File: src/rtl/hdbe_phi_pkg.sv
// Shared types and helpers for the phi operand buffer: count width and {valid,data} bundle packing.
package hdbe_phi_pkg;

    localparam int DEF_W = 32;

    typedef logic [DEF_W:0] phi_bundle_t;

    function automatic int count_w(input int depth);
        return $clog2(depth) + 1;
    endfunction

    // The downstream mux ORs its inputs, so an invalid bundle must carry all-zero data.
    function automatic phi_bundle_t pack_bundle(input logic valid, input logic [DEF_W-1:0] data);
        return {valid, data & {DEF_W{valid}}};
    endfunction

endpackage

File: src/rtl/phi_operand_ram.sv
// Depth x InBitWidth register array: one synchronous write port, one asynchronous read port.
module phi_operand_ram
    import hdbe_phi_pkg::*;
#(
    parameter int InBitWidth = 32,
    parameter int Depth      = 2,
    localparam int AW        = $clog2(Depth)
) (
    input  logic                  clk,
    input  logic                  we,
    input  logic [AW-1:0]         waddr,
    input  logic [InBitWidth-1:0] wdata,
    input  logic [AW-1:0]         raddr,
    output logic [InBitWidth-1:0] rdata
);

    logic [InBitWidth-1:0] mem [Depth];

    always_ff @(posedge clk) begin
        if (we) begin
            mem[waddr] <= wdata;
        end
    end

    assign rdata = mem[raddr];

endmodule

File: src/rtl/phi_operand_buffer.sv
// Per-edge operand FIFO feeding the phi mux; presents {valid, valid ? data : 0}.
// Optional same-cycle bypass when empty is enabled by defining PHI_OPERAND_BYPASS_EN.
module phi_operand_buffer
    import hdbe_phi_pkg::*;
#(
    parameter int InBitWidth = 32,
    parameter int Depth      = 2
) (
    input  logic                        clk,
    input  logic                        reset_n,
    input  logic [InBitWidth-1:0]       in_data,
    input  logic                        in_valid,
    output logic                        in_ready,
    input  logic                        consume,
    output logic [InBitWidth:0]         out_bundle,
    output logic [count_w(Depth)-1:0]   count,
    output logic                        err_underflow
);

    localparam int CNT_W = count_w(Depth);
    localparam int PTR_W = $clog2(Depth);

    logic [PTR_W-1:0]      wr_ptr;
    logic [PTR_W-1:0]      rd_ptr;
    logic [CNT_W-1:0]      count_nxt;
    logic [InBitWidth-1:0] rd_data;
    logic [InBitWidth-1:0] out_data;
    logic                  head_valid;
    logic                  out_valid;
    logic                  byp_take;
    logic                  push;
    logic                  pop;

    phi_operand_ram #(
        .InBitWidth (InBitWidth),
        .Depth      (Depth)
    ) u_ram (
        .clk   (clk),
        .we    (push),
        .waddr (wr_ptr),
        .wdata (in_data),
        .raddr (rd_ptr),
        .rdata (rd_data)
    );

    assign head_valid = (count != '0);

`ifdef PHI_OPERAND_BYPASS_EN
    // When empty, the incoming value is visible this cycle; if it is consumed now it is never stored.
    assign byp_take  = !head_valid && in_valid && consume;
    assign out_valid = head_valid || in_valid;
    assign out_data  = head_valid ? rd_data : in_data;
`else
    assign byp_take  = 1'b0;
    assign out_valid = head_valid;
    assign out_data  = rd_data;
`endif

    assign push      = in_valid && in_ready && !byp_take;
    assign pop       = consume && head_valid;
    assign count_nxt = count + CNT_W'(push) - CNT_W'(pop);

    // in_ready is registered from next-state count so a full buffer never reopens within the cycle.
    always_ff @(posedge clk or negedge reset_n) begin
        if (!reset_n) begin
            wr_ptr        <= '0;
            rd_ptr        <= '0;
            count         <= '0;
            in_ready      <= 1'b1;
            err_underflow <= 1'b0;
        end else begin
            if (push) begin
                wr_ptr <= wr_ptr + PTR_W'(1);
            end
            if (pop) begin
                rd_ptr <= rd_ptr + PTR_W'(1);
            end
            count    <= count_nxt;
            in_ready <= (count_nxt != CNT_W'(Depth));
            if (consume && !out_valid) begin
                err_underflow <= 1'b1;
            end
        end
    end

    generate
        if (InBitWidth == DEF_W) begin : g_pkg_pack
            assign out_bundle = pack_bundle(out_valid, out_data);
        end else begin : g_local_pack
            assign out_bundle = {out_valid, out_data & {InBitWidth{out_valid}}};
        end
    endgenerate

endmodule
File: config.mk
export PLATFORM = sky130hd
export DESIGN_NAME = phi_operand_buffer
export DESIGN_NICKNAME = d
export VERILOG_FILES = /design/src/rtl/hdbe_phi_pkg.sv /design/src/rtl/phi_operand_ram.sv /design/src/rtl/phi_operand_buffer.sv
export SDC_FILE = /design/constraint.sdc
export NUM_CORES = 1
export LEC_CHECK = 0
export ABC_AREA = 1
export CORE_ASPECT_RATIO = 1.1
export CORE_MARGIN = 1
export CORE_UTILIZATION = 52
export CTS_CLUSTER_DIAMETER = 80
export DETAILED_ROUTE_END_ITERATION = 12
export GPL_TIMING_DRIVEN = 0
export PLACE_DENSITY = 0.84
export SYNTH_ARGS = -nofsm -noshare
export SYNTH_HDL_FRONTEND = slang
export SYNTH_SLANG_ARGS = --single-unit
export TNS_END_PERCENT = 20
File: constraint.sdc
create_clock -name clk -period 5.35 [get_ports clk]
set_input_delay 1.07 -clock clk [delete_from_list [all_inputs] [get_ports clk]]
set_output_delay 1.07 -clock clk [all_outputs]
set_load 0.03 [all_outputs]
-- Word level (Yosys, flattened, before mapping)
Memories as Yosys holds them, arrays and structs flattened.
Cells that the tools add are included.
W data, S select, Z words.
- add/sub/neg operators: 4
- multipliers: 0
- divide/modulo/power cells: 0
- order comparisons: 0
- eq/ne operators: 1
- shift-type cells: 0
- multiplexer cells: 2
- bitwise operators: 1
- reductions and logical operators: 5
- operators by type and width (operator ; number):
    $and A32 B32 Y32 ; 1
    $logic_and A1 B1 Y1 ; 3
    $add A1 B1 Y1 const B ; 2
    $add A2 B1 Y2 ; 1
    $mux W1 ; 2
    $ne A2 B2 Y1 const B ; 1
    $reduce_bool A2 Y1 ; 1
    $sub A2 B1 Y2 ; 1
    $logic_not A1 Y1 ; 1
- flip-flop bits (word level): 6
- latch bits: 0
- memory bits (writable): 64
- memory bits (read-only): 0
- bits of input ports: 36
- output and inout bits: 37
- memories kept: 1
- memory list (memory ; words ; width ; rd ports ; clocked after Yosys merged registers in ; write ports ; line ; RTL):
    u_ram.mem ; 2 ; 32 ; 1 ; 0 ; 1 ; phi_operand_ram.sv:17 ; logic [InBitWidth-1:0] mem [Depth];

-- Longest topological paths before layout
- word-level depth: 4
- depth in mapped cells: 10
- mapped depth without buffers: 10

-- Hierarchy
Synthesis repeated with hierarchy kept, for this count alone.
- cell total of the unflattened synthesis: 277
- area, all modules: 3005.4 um2
- modules (own cells, without submodules) (module ; times used ; cells an instance ; area an instance (um2) ; sequential area each (um2)):
    phi_operand_ram ; 1 ; 172 ; 2428.6 ; 1921.8
    phi_operand_buffer ; 1 ; 105 ; 576.8 ; 151.4

-- Worst setup path before layout
OpenSTA, ideal clock, no wires.
- path kind: input-to-reg
- from: in in_valid
- to: mem u_ram.mem[0][0] (enable)
- library setup time: 0.421 ns
- data arrival time: 2.543 ns
- setup slack: 2.386 ns
- stages: 2
- path through: nand2_1 -> nor2_1
- longest elaborated chain between the ends: 3
- RTL lines (item ; line ; RTL):
    start: declaration ; phi_operand_buffer.sv:12 ; input logic in_valid,
    $logic_and A1 B1 Y1 ; phi_operand_buffer.sv:59 ; assign push = in_valid && in_ready && !byp_take;
    $mux W1 ; phi_operand_ram.sv:20 ; if (we) begin
    $mux W1 (not written as such) ; phi_operand_ram.sv:21 ; mem[waddr] <= wdata;
    end: declaration ; phi_operand_ram.sv:17 ;
Every way passes these cells.

-- Worst setup path in the final report
- from: reg rd_ptr
- to: out out_bundle[28]
- longest elaborated chain between the ends: 2
- RTL lines (item ; line ; RTL):
    start: declaration ; phi_operand_buffer.sv:24 ; logic [PTR_W-1:0] rd_ptr;
    start signal: assignment ; phi_operand_buffer.sv:76 ; rd_ptr <= rd_ptr + PTR_W'(1);
    $mem_v2 Z2 W32 ; -- ;
    $and A32 B32 Y32 ; hdbe_phi_pkg.sv:14 ; return {valid, data & {DEF_W{valid}}};
    end: declaration ; phi_operand_buffer.sv:15 ; output logic [InBitWidth:0] out_bundle,
Every way passes these cells.

==> results.sh <==
export IMPL_clk_path_buf_depth=2
export IMPL_nNetsFinal=331
export IMPL_gp_congestion=0.6922
export IMPL_path_max_fanout=10
export IMPL_whs_endpoint="err_underflow"
export IMPL_whs_ns=0.4847
export IMPL_drv_slew=0
export IMPL_drv_cap=0
export IMPL_clkTransAtPathRegs_ns=0.06
export IMPL_cts_root_buf="clkbuf_8"
export IMPL_powerDensity_nw_per_um2=622.5
export IMPL_leakage_nw=1.392
export IMPL_synthTopCellsByArea="edfxtp_1, nand2_1, a21oi_2"
export IMPL_area_delta_synth_final_pct=34.36
export IMPL_drive_gt1_frac=0.1611
export IMPL_wl_per_cell_um=14.36
export IMPL_async_reset_ff_frac=0.08571
export IMPL_ant_nets=0
export IMPL_hold_start="err_underflow"
export IMPL_dpl_hpwl_um=3555
export IMPL_synthTopCellsByCount="nand2_1, edfxtp_1, a21oi_2, a21oi_1, inv_1"
export IMPL_yosysMostFrequentCell="nand2_1"
export IMPL_rrSetupSlack_ns=3.49
export IMPL_slowest_delay_ns=0.70
export IMPL_synth_yosys_seq_area_share=0.7280
export IMPL_cts_htree_levels=3
export IMPL_gr_total_overflow=0
export IMPL_arrival_ns=1.97
export IMPL_relSlewSlack=0.3660
export IMPL_grt_pass1_vias=1913
export IMPL_rr_startpoint="in_ready"
export IMPL_cts_num_sinks=70
export IMPL_reg2reg_to="u_ram.mem[0][14]"
export IMPL_diodes=0
export IMPL_hold_viol_final=0
export IMPL_max_vdd_ir_drop_mv=0.3690
export IMPL_cts_buffers=9
export IMPL_skew_ns=0.005448
export IMPL_yosys_warnings=0
export IMPL_fin_tns_setup_ns=0
export IMPL_fin_crit_ns=3.045
export IMPL_synth_top_cell_by_area="edfxtp_1"
export IMPL_cts_tree="done"
export IMPL_worst_slew_pin_slew_ns=0.9487
export IMPL_dieWidth_um=72.56
export IMPL_synthesis_nets=248
export IMPL_syn_inst=210
export IMPL_grt_pass1_wl_um=8542
export IMPL_row_count=27
export IMPL_fp_dieH_um=79.62
export IMPL_fmax_mhz=328.5
export IMPL_synth_seq_cells=70
export IMPL_core_um2=5135
export IMPL_crit_path_end_kind="primary output"
export IMPL_hp_class="reg2reg"
export IMPL_num_io_pins=73
export IMPL_status="complete, no violations"
export IMPL_synth_edf_count=64
export IMPL_rsz0062_at_grt="false"
export IMPL_crit_type="reg2out"
export IMPL_synth_cell_types=18
export IMPL_place_ws_ns=2.448
export IMPL_grt_use_total=0.2056
export IMPL_drtIter0Drc=129
export IMPL_reg2reg_depth=2
export IMPL_crit_path_start_kind="flip-flop"
export IMPL_postCtsSetupBuffers=0
export IMPL_worstPathRequired_ns=4.28
export IMPL_viasPerCell=4.911
export IMPL_synth_main_ff_cell="edfxtp_1"
export IMPL_routed_via_count=1817
export IMPL_remaining_drc_errors=0
export IMPL_numPortBuffers=72
export IMPL_fin_crit_sh=0.5691
export IMPL_setup_ws_ns=2.305
export IMPL_clk_latency_ns=0.33
export IMPL_cp_slowest_cell="clkdlybuf4s50_1"
export IMPL_dr_pass1_iters=4
export IMPL_yosysTopAreaCellShare=0.6749
export IMPL_cts_resized=0
export IMPL_wirelength_um=5313
export IMPL_avgSynthCellArea_um2=13.56
export IMPL_critPathMostFrequentCell="buf_6"
export IMPL_finalPower_mw=2.382
export IMPL_postCtsHoldBufs=0
export IMPL_final_setup_viol_count=0
export IMPL_initial_core_util=0.5546
export IMPL_antenna_found_initial=0
export IMPL_grt_start_max_net_pins=33
export IMPL_synth_area_um2=2848
export IMPL_whs_path_depth=1
export IMPL_nFillCells=349
export IMPL_dieArea_um2=5777
export IMPL_path_cells="buf_6 -> inv_6 -> buf_6 -> nand2_1 -> a21oi_1 -> clkdlybuf4s50_1"
-- sequential cells by signal, summed over array words and instances (netlist names) --
signal and cells:
count 2, wr_ptr 1, u_ram.mem 64, in_ready 1, err_underflow 1, rd_ptr 1
-- kinds of logic (layout without fill, tap and decap cells) --
group	Yosys count	in the layout	synth area share
flops	70	70	0.7280
fa+ha+maj	2	2	0.008786
compound gates	34	34	0.08831
xor+xnor	1	1	0.003076
simple gates	83	83	0.1134
buf+inv	20	108	0.05844
-- metrics by stage --
| stage | util | cells | cell area (um2) |
|---|---|---|---|
| after floorplan | - | 210 | 2848 |
| after global placement | 0.7125 | 354 | 3659 |
| after detailed placement | 0.7154 | 354 | 3674 |
| after CTS | 0.7451 | 370 | 3826 |
| after global routing | 0.7451 | 370 | 3826 |
| final | 0.7451 | 370 | 3826 |
-- power by group --
group	total (mW)	switching (mW)	internal, mW
Sequential	0.782	0.0418	0.740
Clock	0.338	0.172	0.166
Combinational	1.26	0.763	0.499
Total	2.38	0.977	1.41
-- routing by layer --
layer | GRT usage | share of wire
met3 | 0.05556 | 0.050
met2 | 0.3776 | 0.55
met5 | 0 | 0
met1 | 0.2169 | 0.39
met4 | 0.09216 | 0.017
-- worst max-delay path by stage --
stage               slack [ns]  startpoint  depth (start not counted)                to
finish                    2.31      rd_ptr                          6    out_bundle[28]
global route              2.20      rd_ptr                          6    out_bundle[26]
CTS                       2.28      rd_ptr                          6    out_bundle[28]
detailed placement        2.45    in_valid                          3  u_ram.mem[0][12]
global placement          1.28    in_valid                          3  u_ram.mem[1][16]
floorplan                 2.39    in_valid                          2   u_ram.mem[0][0]
-- worst max-delay path, delay by kind of cell (launching register included) --
| family | cells | cell delay (ns) |
|---|---|---|
| buffers and inverters | 4 | 1.06 |
| DFF | 1 | 0.38 |
| AOI/OAI and AO/OA | 1 | 0.16 |
| and+or+nand+nor | 1 | 0.05 |
-- cells in the final DEF, fill, tap and decap left out, types with 2 or more instances in the layout --
cell             count
clkbuf_8            12
nand3_1              3
clkinv_2             2
clkdlybuf4s50_1     72
a21oi_1             11
clkbuf_1             4
buf_6                7
nor2_4               3
inv_1                8
dfrtp_1              5
a21oi_2             21
ha_1                 2
nand2_1             76
edfxtp_1            64
-- final cells by class --
type,instances,area (um2),share of cell area
clock buffer,13,138.9,0.03630
multi-input combinational,120,623.1,0.1629
sequential,70,2073,0.5419
inverter,9,38.79,0.01014
buffer,11,127.6,0.03336
clock inverter,3,13.76,0.003597
tap,72,90.09,0.02354
timing repair buffer,72,720.7,0.1884
Power figures use the tool's default switching activity.
